==> src/rtl/arb_pkg.sv <==
// rtl/arb_pkg.sv - shared types and helpers for the priority arbiter
//
// Purpose: arbitration policy and FSM state enums, plus index-width helper.
package arb_pkg;

  typedef enum logic [1:0] {
    ARB_FIXED_MSB,
    ARB_FIXED_LSB,
    ARB_ROUND_ROBIN
  } arb_mode_t;

  typedef enum logic {
    ARB_IDLE,
    ARB_GRANT
  } arb_state_t;

  // Index width for n requesters; never narrower than one bit.
  function automatic int idx_width(input int n);
    return (n <= 2) ? 1 : $clog2(n);
  endfunction

endpackage

==> src/rtl/rr_pick.sv <==
// rtl/rr_pick.sv - combinational circular first-set-bit search
//
// Purpose: find the first eligible request at or after start, wrapping
// from N-1 back to 0.
// Ports:
//   req    in  [N]      request vector
//   start  in  [IDX_W]  index where the ascending search begins
//   excl   in  [N]      requests to ignore this cycle
//   idx    out [IDX_W]  winning index (0 when nothing found)
//   found  out          an eligible request exists
module rr_pick #(
  parameter int N     = 8,
  parameter int IDX_W = 3
) (
  input  logic [N-1:0]     req,
  input  logic [IDX_W-1:0] start,
  input  logic [N-1:0]     excl,
  output logic [IDX_W-1:0] idx,
  output logic             found
);

  logic [N-1:0]     elig;
  logic [N-1:0]     upper;
  logic [IDX_W-1:0] upper_idx;
  logic             upper_found;
  logic [IDX_W-1:0] low_idx;
  logic             low_found;

  // Two-pass search equivalent to a double-width vector: first the
  // eligible bits at or above start, then the full vector as the wrap.
  always_comb begin
    elig        = req & ~excl;
    upper       = '0;
    upper_idx   = '0;
    upper_found = 1'b0;
    low_idx     = '0;
    low_found   = 1'b0;
    for (int i = 0; i < N; i++) begin
      upper[i] = elig[i] && (IDX_W'(i) >= start);
    end
    for (int i = 0; i < N; i++) begin
      if (!upper_found && upper[i]) begin
        upper_found = 1'b1;
        upper_idx   = IDX_W'(i);
      end
      if (!low_found && elig[i]) begin
        low_found = 1'b1;
        low_idx   = IDX_W'(i);
      end
    end
    found = low_found;
    idx   = upper_found ? upper_idx : low_idx;
  end

endmodule

==> src/rtl/prio_arbiter.sv <==
// rtl/prio_arbiter.sv - registered N-way request arbiter with valid/ready grant
//
// Purpose: picks one requester (fixed MSB, fixed LSB or round-robin) and
// presents it as a registered grant held until accepted.
// Ports:
//   clk         in              system clock, rising edge
//   reset_n     in              asynchronous active-low reset
//   req         in  [N_REQ]     request vector, bit i = requester i
//   gnt_valid   out             grant presented
//   gnt_ready   in              consumer accepts the grant this cycle
//   gnt_idx     out [IDX_W]     granted index
//   gnt_onehot  out [N_REQ]     one-hot grant, zero when gnt_valid=0
//   rr_ptr      out [IDX_W]     round-robin start index (0 in fixed modes)
module prio_arbiter
  import arb_pkg::*;
#(
  parameter int        N_REQ = 8,
  parameter arb_mode_t MODE  = ARB_ROUND_ROBIN,
  localparam int       IDX_W = idx_width(N_REQ)
) (
  input  logic             clk,
  input  logic             reset_n,
  input  logic [N_REQ-1:0] req,
  output logic             gnt_valid,
  input  logic             gnt_ready,
  output logic [IDX_W-1:0] gnt_idx,
  output logic [N_REQ-1:0] gnt_onehot,
  output logic [IDX_W-1:0] rr_ptr
);

  localparam logic [IDX_W-1:0] LAST_IDX = IDX_W'(N_REQ - 1);

  arb_state_t       state_q, state_d;
  logic [IDX_W-1:0] gnt_idx_q, gnt_idx_d;
  logic [N_REQ-1:0] gnt_onehot_q, gnt_onehot_d;
  logic [IDX_W-1:0] rr_ptr_q, rr_ptr_d;

  logic             accept;
  logic [N_REQ-1:0] pick_req;
  logic [IDX_W-1:0] pick_start;
  logic [N_REQ-1:0] pick_excl;
  logic [IDX_W-1:0] pick_idx;
  logic             pick_found;
  logic [IDX_W-1:0] win_idx;
  logic [N_REQ-1:0] win_onehot;

  assign accept = (state_q == ARB_GRANT) && gnt_ready;

  // Fixed-MSB reuses the ascending search on a bit-reversed vector.
  always_comb begin
    pick_req   = req;
    pick_start = '0;
    pick_excl  = '0;
    if (MODE == ARB_FIXED_MSB) begin
      for (int i = 0; i < N_REQ; i++) begin
        pick_req[i] = req[N_REQ-1-i];
      end
    end
    if (MODE == ARB_ROUND_ROBIN) begin
      pick_start = rr_ptr_q;
      // The accepted index must not win again on the same edge.
      if (accept) begin
        pick_excl = gnt_onehot_q;
      end
    end
  end

  rr_pick #(
    .N     (N_REQ),
    .IDX_W (IDX_W)
  ) u_pick (
    .req   (pick_req),
    .start (pick_start),
    .excl  (pick_excl),
    .idx   (pick_idx),
    .found (pick_found)
  );

  always_comb begin
    win_idx    = (MODE == ARB_FIXED_MSB) ? (LAST_IDX - pick_idx) : pick_idx;
    win_onehot = '0;
    for (int i = 0; i < N_REQ; i++) begin
      win_onehot[i] = (win_idx == IDX_W'(i));
    end
  end

  always_comb begin
    state_d      = state_q;
    gnt_idx_d    = gnt_idx_q;
    gnt_onehot_d = gnt_onehot_q;
    rr_ptr_d     = rr_ptr_q;
    case (state_q)
      ARB_IDLE: begin
        gnt_onehot_d = '0;
        if (pick_found) begin
          state_d      = ARB_GRANT;
          gnt_idx_d    = win_idx;
          gnt_onehot_d = win_onehot;
        end
      end
      ARB_GRANT: begin
        // Without a handshake the grant is held, never revoked.
        if (gnt_ready) begin
          if (MODE == ARB_ROUND_ROBIN) begin
            rr_ptr_d = (gnt_idx_q == LAST_IDX) ? '0 : gnt_idx_q + 1'b1;
          end
          if (pick_found) begin
            gnt_idx_d    = win_idx;
            gnt_onehot_d = win_onehot;
          end else begin
            state_d      = ARB_IDLE;
            gnt_onehot_d = '0;
          end
        end
      end
      default: begin
        state_d      = ARB_IDLE;
        gnt_onehot_d = '0;
      end
    endcase
  end

  always_ff @(posedge clk or negedge reset_n) begin
    if (!reset_n) begin
      state_q      <= ARB_IDLE;
      gnt_idx_q    <= '0;
      gnt_onehot_q <= '0;
      rr_ptr_q     <= '0;
    end else begin
      state_q      <= state_d;
      gnt_idx_q    <= gnt_idx_d;
      gnt_onehot_q <= gnt_onehot_d;
      rr_ptr_q     <= rr_ptr_d;
    end
  end

  assign gnt_valid  = (state_q == ARB_GRANT);
  assign gnt_idx    = gnt_idx_q;
  assign gnt_onehot = gnt_onehot_q;
  assign rr_ptr     = rr_ptr_q;

endmodule

==> config.mk <==
export PLATFORM = sky130hd
export DESIGN_NAME = prio_arbiter
export DESIGN_NICKNAME = d
export VERILOG_FILES = /design/src/rtl/arb_pkg.sv /design/src/rtl/rr_pick.sv /design/src/rtl/prio_arbiter.sv
export SDC_FILE = /design/constraint.sdc
export NUM_CORES = 1
export LEC_CHECK = 0
export CORE_MARGIN = 2
export CORE_UTILIZATION = 38
export CTS_CLUSTER_SIZE = 30
export DETAILED_ROUTE_END_ITERATION = 8
export SYNTH_ARGS = -nofsm -noshare
export SYNTH_HDL_FRONTEND = slang
export SYNTH_SLANG_ARGS = --single-unit
==> constraint.sdc <==
create_clock -name clk -period 2.75 [get_ports clk]
set_clock_uncertainty 0.2 [all_clocks]
set_input_delay 0.275 -clock clk [delete_from_list [all_inputs] [get_ports clk]]
set_output_delay 0.275 -clock clk [all_outputs]
set_load 0.01 [all_outputs]
# ---- Yosys cells after proc, flatten, opt, wreduce, memory -nomap -nowiden
# Cells that the tools add are included.
dict set report classes {
  n_eq_ne 9
  bitwise 3
  order_cmp 8
  add_sub_neg 1
  n_reduce_logical 39
  mux 42
}
# op count
set op_table {}
lappend op_table {{$mux 3} 12}
lappend op_table {{$mux 8} 3}
lappend op_table {{$logic_and 1x1->1} 23}
lappend op_table {{$mux 1} 20}
lappend op_table {{$pmux 8 s2} 1}
lappend op_table {{$eq 3x3->1 const B} 5}
lappend op_table {{$logic_not 1->1} 14}
lappend op_table {{$ge 3x3->1 const A} 4}
lappend op_table {{$and 8x8->8} 1}
lappend op_table {{$mux 2} 4}
lappend op_table {{$not 8->8} 1}
lappend op_table {{$eq 3x2->1 const B} 2}
lappend op_table {{$ge 1x3->1 const A} 2}
lappend op_table {{$ge 2x3->1 const A} 2}
lappend op_table {{$pmux 3 s2} 1}
lappend op_table {{$add 3x1->3 const B} 1}
lappend op_table {{$eq 3x1->1 const B} 1}
lappend op_table {{$logic_not 3->1} 1}
lappend op_table {{$ne 2x2->1 const B} 1}
lappend op_table {{$pmux 1 s2} 1}
lappend op_table {{$reduce_and 2->1} 1}
lappend op_table {{$not 1->1} 1}
dict set report word_totals {
  elab_cells 106
  reg_bits 15
  output_inout_bits 15
  in_bits 11
}

# ---- Logic depth before layout (Yosys ltp)
# Gate-level depths: netlist (run 1).
dict set report depth {
  depth_word 32
  ltp_mapped 8
  mapped_depth_nobuf 6
}

# ---- Modules after synthesis
# From an unflattened synthesis (run 1), not the netlist that was laid out.
dict set report unflattened {
  cells_unflattened 99
  area_unflattened_um2 1063.5
}
# module cells_each area_each_um2 seq_area_each_um2 instances
set by_module_without_submodules {}
lappend by_module_without_submodules {prio_arbiter 55 696.9 375.4 1}
lappend by_module_without_submodules {rr_pick 44 366.6 0.0 1}

# ---- Least setup slack after synthesis (run 1)
# Ideal clock, no wire load.
dict set report synth_path {
  path_type {register -> register}
  from {register state_q (netlist: gnt_valid)}
  to {register gnt_onehot_q[4] (netlist: gnt_onehot[4])}
  slack_ns 0.609
  setup_time_ns 0.122
  arrival_time_ns 1.820
  path_stages_with_launch 8
  path_buffers 1
  period_less_slack_ns 2.141
  cell_sequence {dfrtp_1 buf_6 nand3_1 and2_4 or3_1 o221ai_2 a31oi_2 a32o_1}
}
dict set report synth_between {
  elab_chain_cells 32
  word_cells_on_any_way 77
  classes_between {2 x eq/ne; 35 x mux; 3 x bitwise; 37 x reduce/logical}
}
# element line
set synth_lines {}
lappend synth_lines {{start: declaration} prio_arbiter.sv:33} ;# arb_state_t state_q, state_d;
lappend synth_lines {{start signal: assignment} prio_arbiter.sv:130} ;# state_q <= state_d;
lappend synth_lines {{$logic_and 1x1->1} prio_arbiter.sv:47} ;# assign accept = (state_q == ARB_GRANT) && gnt_ready;
lappend synth_lines {{$mux 8} prio_arbiter.sv:62} ;# if (accept) begin
lappend synth_lines {{$not 8->8} rr_pick.sv:32} ;# elig = req & ~excl;
lappend synth_lines {{$and 8x8->8} rr_pick.sv:32}
lappend synth_lines {{$logic_and 1x1->1} rr_pick.sv:39} ;# upper[i] = elig[i] && (IDX_W'(i) >= start);
lappend synth_lines {{$mux 1} rr_pick.sv:42} ;# if (!upper_found && upper[i]) begin
lappend synth_lines {{$logic_not 1->1} rr_pick.sv:42}
lappend synth_lines {{$logic_and 1x1->1} rr_pick.sv:42}
lappend synth_lines {{[16 not listed]} -}
lappend synth_lines {{$logic_not 1->1} rr_pick.sv:42}
lappend synth_lines {{$logic_and 1x1->1} rr_pick.sv:42}
lappend synth_lines {{$mux 3 or $mux 1 (tied branches)} rr_pick.sv:42}
lappend synth_lines {{$mux 3} rr_pick.sv:52} ;# idx = upper_found ? upper_idx : low_idx;
lappend synth_lines {{$eq 3x3->1} prio_arbiter.sv:83} ;# win_onehot[i] = (win_idx == IDX_W'(i));
lappend synth_lines {{$mux 8} {prio_arbiter.sv:95, prio_arbiter.sv:107}}
lappend synth_lines {{$mux 8} prio_arbiter.sv:103} ;# if (gnt_ready) begin
lappend synth_lines {{$pmux 8 s2} prio_arbiter.sv:92} ;# case (state_q)
lappend synth_lines {{end signal: assignment} prio_arbiter.sv:132} ;# gnt_onehot_q <= gnt_onehot_d;
lappend synth_lines {{end: declaration} prio_arbiter.sv:35} ;# logic [N_REQ-1:0] gnt_onehot_q, gnt_onehot_d;
# Several ways; a longest one is shown, not always the timed one. The select of a mux whose other input is x is not followed.
# A chain may end at the register's enable or synchronous reset.

# ---- Final worst setup path (run 1)
# Ends and elaborated chain as after synthesis.

==> flow_summary.ini, run 1 <==
[yosys]
yosysTopAreaCellShare_pct = 37.4
syn_area_um2 = 1000
ys_ff_latch = 15
yosysSeqAreaShare_pct = 37.4
synth_edf_count = 0
synth_fp_nets = 122
yosysTopAreaCell = dfrtp_1
synth.avg_cell_area_um2 = 9.22
ys.warnings.count = 0
async_flop_share_pct = 100
ys_top_cells_by_count = dfrtp_1 (15), nand2_1 (15), nand3_1 (11)
ys.flop_type = dfrtp_1
synth_cells = 109
synth_area_leaders = dfrtp_1 (37%), nand2_1 (5.6%), nand3_1 (5.5%), a32o_1 (4.0%), o21ai_0 (3.5%)
synth_cell_types = 37

[status]
status = finished, final reports clean

[critical_path]
reg2reg_to = gnt_onehot[4]
crit_type = flop to flop
max_stage_delay_ns = 0.59
cp_max_fo = 12
r2r-start = gnt_valid
ff2ff_path_depth = 6
cp.arrival_ns = 2.50
endpoint = gnt_onehot[4]
timing.reg2reg.setup_slack_ns = 0.23
critPathSlowestCell = dfrtp_1
path_buf_inv = 0
startpoint_type = flop
path_delay_family = compound AO/OA/AOI/OAI gates
crit_cells = 6
crit_start = gnt_valid
path_cells = nand3_1 > a22o_1 > or3_1 > o221ai_2 > a31oi_2 > a32o_1
cp-end-kind = flop
required_ns = 2.73

[grt]
grt_first_pass_wirelength_um = 4600
grtUsageTotal_pct = 18.8
grt_max_degree = 16
overflow = 0
grt_pass1_vias = 939
antenna_found_initial = 0

[sta]
rsz0062_at_grt = no
timing.final.crit_share_pct = 91.5
setup_ws_ns = 0.232
min_period_ns = 2.52
clock.fmax_mhz = 397
relSlewSlack_pct = 54.7
tightest_slew_ns = 0.678
finalMaxSlewViolations = 0
hold_viol = 0
setup_violations = 0

[floorplan]
die_w_um = 55.4
io_pins = 26
initial_core_util_pct = 40.2
fp.dieH_um = 55.4
die_area_um2 = 3070
core.rowCount = 18
fp.coreArea_um2 = 2500

[placed_design]
portBuffers = 25
place_worst_setup_slack_ns = -0.00448
placed_cells = 164
dp.final_hpwl_um = 2100
gp_congestion = 0.924

[cts]
ctsHoldBuffers = 0
cts_resized = 0
cts_max_path_buffers = 2
cts_setup_buffers = 0
cts.sinks = 15
cts_root_buf = clkbuf_4
cts_tree = done
h-tree-depth = 1
clk-insertion-delay-late_ns = 0.29
cts_made_buffers = 3
path_clk_slew_ns = 0.09

[final_layout]
diodes = 0
areaGrowthSynthToFinish_pct = 31.4
layout-drive-gt1-share_pct = 13.0
fin_util_pct = 52.8
fill_cells = 254
fin_nets = 152
layout.cells.non_filler = 168

[power]
vdd_drop_max_mv = 0.467
p_total_mw = 1.21
leakage_nw = 0.538
powerDensity_nw_per_um2 = 915

[route]
drt_iter0_drc = 18
vias = 1001
drt-met1-wl_um = 1350
top_layer = met4
wl_um = 2740
firstDrtPassIters = 4
wire_per_inst_um = 16.3
postRouteAntennaNets = 0
route.detailed.drc = 0
post_drt_via_cell_ratio = 5.96
wl_met3_um = 103
wl_met2_um = 1250

[worst_hold_path]
min_path_type = input port to asynchronous set/reset pin

[flow_run]
cap_violations = 0
-- power by group --
group	total (mW)	switching, mW	internal (mW)	leakage [nW]
combinational	0.676	0.349	0.327	0.330
sequential	0.407	0.105	0.302	0.191
clock	0.125	0.0707	0.0541	0.0177
total	1.21	0.525	0.683	0.538
-- cell families (layout without fill, tap and decap cells) --
logic type | count (synthesis) | in the layout | synth area share (%)
compound gates | 40 | 40 | 31.5
fa+ha+maj | 2 | 2 | 2.49
buf+inv | 7 | 36 | 4.11
flops | 15 | 15 | 37.4
mux | 1 | 1 | 1.12
simple gates | 44 | 44 | 23.4
-- placed cells by master, fill, tap and decap left out, types with 2 or more instances in the layout --
cell type        count
a21oi_1              6
o2bb2ai_1            2
a32o_1               4
nor2_1               3
buf_4                4
nor2b_1              3
and2_1               2
nand3_1             11
ha_1                 2
o221ai_2             2
dfrtp_1             15
nand2_1             15
clkdlybuf4s50_1     25
clkbuf_4             3
inv_1                3
a31oi_1              2
a21o_1               2
o41ai_1              4
a31o_2               2
nand4_1              2
o21ai_0              7
a32oi_1              2
-- state kept, by name, indices dropped and copies added, names as in the netlist --
signal / flops
gnt_onehot: 8
gnt_idx: 3
rr_ptr: 3
gnt_valid: 1
-- worst min-delay path by stage --
stage / startpoint / to / cells after the start
final: reset_n / gnt_idx[1] / 1
after global routing: reset_n / gnt_idx[1] / 1
after CTS: reset_n / gnt_idx[2] / 1
after detailed placement: gnt_idx[1] / gnt_idx[1] / 2
after global placement: gnt_idx[1] / gnt_idx[1] / 2
after floorplan: reset_n / gnt_idx[0] / 0
-- area by class of cell --
cell class	instances	area, um2	area share, %
clock inverter	1	5.00	0.379
inverter	3	11.3	0.853
sequential	15	375	28.4
timing repair buffer	29	280	21.2
tap	30	37.5	2.84
clock buffer	3	22.5	1.71
multi-input combinational	87	588	44.5
-- metrics by stage --
| stage | instance area [um2] | hold WS [ns] | setup TNS [ns] |
|---|---|---|---|
| 3_3_place_gp | 1290 | 0.307 | 0 |
| 3_5_place_dp | 1290 | 0.310 | -0.00448 |
| 6_report | 1320 | 0.193 | 0 |
| 5_1_grt | 1320 | 0.229 | 0 |
| 2_1_floorplan | 1000 | -0.221 | 0 |
| 4_1_cts | 1320 | 0.197 | 0 |
-- metal layers --
metal | global-route usage, % | vias to the layer above
met5 | 0 | -
li1 | - | 488
met1 | 26.1 | 488
met4 | 6.27 | 0
met2 | 29.1 | 21
met3 | 3.75 | 4
No activity file was read; power rests on OpenSTA's default activity.
==> run 2, diff against run 1 <==
PLACE_DENSITY = 0.67   (was not set)
clock period = 2.1 ns   (was 2.75 ns; I/O delays follow)
==> flow_summary.ini, run 2 (synthesis results as in run 1) <==
[power]
vdd_drop_max_mv = 0.854
powerDensity_nw_per_um2 = 1170
leakage_nw = 0.697

[critical_path]
timing.reg2reg.setup_slack_ns = -0.14
cp-end-kind = flop
path_cells = buf_6 > nand3_4 > a22o_4 > or3_4 > o221ai_4 > a31oi_4 > a32o_1
max_stage_delay_ns = 0.42
endpoint = gnt_onehot[4]
ff2ff_path_depth = 7
cp.arrival_ns = 2.22
crit_type = flop to flop
r2r-start = gnt_valid
critPathSlowestCell = dfrtp_2
reg2reg_to = gnt_onehot[4]
required_ns = 2.08
startpoint_type = flop
crit_start = gnt_valid
cp_max_fo = 7

[route]
wire_per_inst_um = 17.6
route.detailed.drc = 0
wl_um = 3400
firstDrtPassIters = 4
postRouteAntennaNets = 0
post_drt_via_cell_ratio = 5.92
drt_iter0_drc = 41
vias = 1143

[final_layout]
fin_util_pct = 66.8
areaGrowthSynthToFinish_pct = 66.3
diodes = 0
largest_reg_flops = 8
mostFrequentLayoutCells = buf_4 (26), clkdlybuf4s50_1 (24), nand2_1 (14), dfrtp_1 (14), nand3_1 (9)
fin_nets = 177
final_cell_area_um2 = 1670
final_common_cell = buf_4
layout-drive-gt1-share_pct = 37.4

[placed_design]
post_dp_cell_area_um2 = 1470
portBuffers = 25
gp_congestion = 0.844
place_worst_setup_slack_ns = -0.574
dp.final_hpwl_um = 2350

[grt]
grt_max_degree = 16
overflow = 0
grtUsageTotal_pct = 21.6
grt_pass1_vias = 1121
grt_first_pass_wirelength_um = 5330
antenna_found_initial = 0

[floorplan]
fp.dieH_um = 55.4
initial_core_util_pct = 40.2
fp.coreArea_um2 = 2500
die_w_um = 55.4
io_pins = 26
core.rowCount = 18
die_area_um2 = 3070

[cts]
h-tree-depth = 1
cts_root_buf = clkbuf_4
clk-insertion-delay-late_ns = 0.29
cts_tree = done
cts_max_path_buffers = 2
cts.sinks = 15
path_clk_slew_ns = 0.09
cts_made_buffers = 3

[sta]
finalMaxSlewViolations = 0
rsz0062_at_grt = yes
hold_viol = 0
setup_ws_ns = -0.142
min_period_ns = 2.24
timing.final.crit_share_pct = 107
hold_ws_ns = 0.112
relSlewSlack_pct = 56.4
setup_violations = 9
clock.fmax_mhz = 446
tightest_slew_ns = 0.652

[worst_hold_path]
min_path_type = input port to asynchronous set/reset pin

[status]
violations = negative setup slack
status = finished with violations

[flow_run]
cap_violations = 0
run 2: final cells by class:
class / instances / area (um2)
Fill cell: 193 / 830
Multi-Input combinational cell: 87 / 747
Timing Repair Buffer: 54 / 472
Sequential cell: 15 / 377
Tap cell: 30 / 37.5
Clock buffer: 4 / 26.3
Inverter: 3 / 11.3
run 2: worst min-delay path by stage:
| stage | startpoint | end | slack [ns] | cells after the start |
|---|---|---|---|---|
| global route | reset_n | gnt_idx[0] | 0.17 | 1 |
| finish | reset_n | gnt_idx[0] | 0.11 | 1 |
| CTS | reset_n | rr_ptr[0] | 0.14 | 1 |
| detailed placement | gnt_idx[0] | rr_ptr[0] | 0.31 | 1 |
| global placement | gnt_idx[1] | gnt_idx[1] | 0.31 | 2 |
| floorplan | reset_n | gnt_idx[0] | -0.29 | 0 |
run 2: metal layers:
layer | vias up | global-route usage [%] | part of all wire, %
met5 | - | 0 | 0
met4 | 0 | 8.01 | 1.9
met3 | 7 | 3.51 | 5.4
met2 | 52 | 36.2 | 52
met1 | 546 | 27.8 | 41
li1 | 538 | - | -
run 2: report_power, final:
part	switching [mW]	total, mW	internal, mW
combinational	0.636	1.26	0.628
sequential	0.122	0.518	0.395
clock	0.0899	0.164	0.0740
total	0.848	1.95	1.10
run 2: stage by stage:
| stage | cells | TNS [ns] | total power, mW |
|---|---|---|---|
| after floorplan | 109 | 0 | 1.01 |
| after global placement | 187 | -4.08 | 1.56 |
| after detailed placement | 187 | -4.73 | 1.57 |
| after CTS | 192 | -0.899 | 1.81 |
| after global routing | 193 | -1.75 | 2.06 |
| final | 193 | -0.870 | 1.95 |
run 2: repair_timing:
item                       in CTS  in global routing
pin swaps                       4                  7
resized for setup              16                 14
buffers inserted                0                  2
gates cloned                    1                  0
hold buffers                    0                  0
setup endpoints to repair      11                 11
run 2: critical path: cells and delay by family, from the launching register on:
| family | cells | cell delay (ns) |
|---|---|---|
| and+or+nand+nor | 2 | 0.43 |
| buffers and inverters | 1 | 0.15 |
| DFF | 1 | 0.42 |
| AOI/OAI and AO/OA | 4 | 0.92 |
==> run 3, diff against run 2 <==
CORE_MARGIN = 8   (was 2)
==> flow_summary.ini, run 3 (synthesis results as in run 1) <==
[status]
status = finished with violations
violations = negative setup slack

[floorplan]
die_w_um = 67.4
fp.dieH_um = 67.4
fp.coreArea_um2 = 2500
core.rowCount = 18
io_pins = 26
die_area_um2 = 4550
initial_core_util_pct = 40.2

[route]
drt_iter0_drc = 96
wl_um = 3790
postRouteAntennaNets = 0
wire_per_inst_um = 19.2
route.detailed.drc = 0
firstDrtPassIters = 4
vias = 1178
post_drt_via_cell_ratio = 5.98

[sta]
min_period_ns = 2.23
clock.fmax_mhz = 449
relSlewSlack_pct = 54.9
rsz0062_at_grt = yes
hold_viol = 0
finalMaxSlewViolations = 0
setup_ws_ns = -0.125
setup_violations = 11
tightest_slew_ns = 0.674
timing.final.crit_share_pct = 106

[grt]
overflow = 0
grt_first_pass_wirelength_um = 5890
grtUsageTotal_pct = 16.6
antenna_found_initial = 0
grt_max_degree = 16
grt_pass1_vias = 1181

[critical_path]
required_ns = 2.07
cp.arrival_ns = 2.19
critPathSlowestCell = dfrtp_1
max_stage_delay_ns = 0.42
cp-end-kind = flop
cp_max_fo = 7
crit_type = flop to flop
path_cells = buf_6 > nand3_4 > a22o_4 > or3_4 > o221ai_4 > a31oi_4 > a32o_1
startpoint_type = flop

[final_layout]
mostFrequentLayoutCells = buf_4 (29), clkdlybuf4s50_1 (24), nand2_1 (14), dfrtp_1 (14), nand3_1 (7)
fin_util_pct = 71.5
largest_reg_flops = 8
fill_cells = 192
final_cell_area_um2 = 1790
fin_nets = 181
areaGrowthSynthToFinish_pct = 77.8
diodes = 0
layout-drive-gt1-share_pct = 43.1
layout.cells.non_filler = 197
final_common_cell = buf_4

[placed_design]
gp_congestion = 0.893
portBuffers = 25
place_worst_setup_slack_ns = -0.493
placed_cells = 184
post_dp_cell_area_um2 = 1440
dp.final_hpwl_um = 2540

[power]
seq_power_share_pct = 26.1
p_total_mw = 2.06
swShare_pct = 43.7
p_int_mw = 1.16
leakage_nw = 0.736
vdd_drop_max_mv = 0.835
clkPwrFrac_pct = 7.7
powerDensity_nw_per_um2 = 1150
p_switching_mw = 0.898
p_comb_share_pct = 66.2

[cts]
cts_root_buf = clkbuf_4
cts_made_buffers = 3
h-tree-depth = 1
clk-insertion-delay-late_ns = 0.27
cts_tree = done
cts_max_path_buffers = 2
path_clk_slew_ns = 0.08
cts.sinks = 15

[worst_hold_path]
min_path_type = input port to asynchronous set/reset pin

[flow_run]
cap_violations = 0
==> run 3: cell types whose count changed in the layout (fill, tap and decap cells not counted), moves of 2 or more <==
cell     change
buf_4        +3
a32oi_2      -2
nand3_1      -2
nor2_1       -2
nor2_2       +2
o21ai_2      +2
==> run 3: cell type report <==
type	instances	area (um2)	area share (%)
inverter	3	11.3	0.630
clock buffer	4	26.3	1.47
timing repair buffer	58	505	28.3
tap	30	37.5	2.10
multi-input combinational	87	830	46.4
sequential	15	377	21.1
==> run 3: per-layer routing <==
layer,wire length [um],GRT usage (%),share of wire (%)
met5,0,0,0
met4,118,4.96,3.1
met3,250,2.32,6.6
met2,1870,28.1,49
met1,1550,21.3,41
==> run 3: worst max-delay path: cells and delay by family (launching register included) <==
kind / cells / cell delay [ns]
flip-flops: 1 / 0.42
AO/OA/AOI/OAI: 4 / 0.88
AND/OR/NAND/NOR: 2 / 0.44
buffers and inverters: 1 / 0.17
==> run 3: final timing paths <==
kind / to / start / cells past startpoint / slack, ns
setup / recovery: gnt_onehot[4] / gnt_valid / 7 / -0.13
hold / removal: rr_ptr[1] / reset_n / 1 / 0.14
setup reg to reg: gnt_onehot[4] / gnt_valid / 7 / -0.13
hold reg to reg: gnt_idx[1] / gnt_idx[1] / 2 / 0.34
max in group asynchronous: rr_ptr[2] / reset_n / 1 / 1.09
min in group clk: gnt_idx[1] / gnt_idx[1] / 2 / 0.34
==> run 3: stage by stage <==
| step | hold WS [ns] | TNS [ns] |
|---|---|---|
| finish | 0.139 | -0.818 |
| global route | 0.202 | -1.82 |
| CTS | 0.157 | -0.902 |
| detailed placement | 0.311 | -4.50 |
| global placement | 0.310 | -4.00 |
| floorplan | -0.286 | 0 |
==> run 3: timing repair <==
action                                  in CTS  in global routing
hold buffers                                 0                  0
buffers inserted                             3                  5
gates cloned                                 1                  0
endpoints found under the setup margin      11                 11
resized for setup                           13                 32
pin swaps                                    6                 11
==> run 3: power by group through the flow <==
stage	Clock (mW)	Combinational [mW]	Sequential, mW
after detailed placement	0	1.03	0.520
after floorplan	0	0.464	0.549
after CTS	0.160	1.12	0.517
after global placement	0	1.02	0.519
final	0.158	1.36	0.536
after global routing	0.169	1.47	0.553
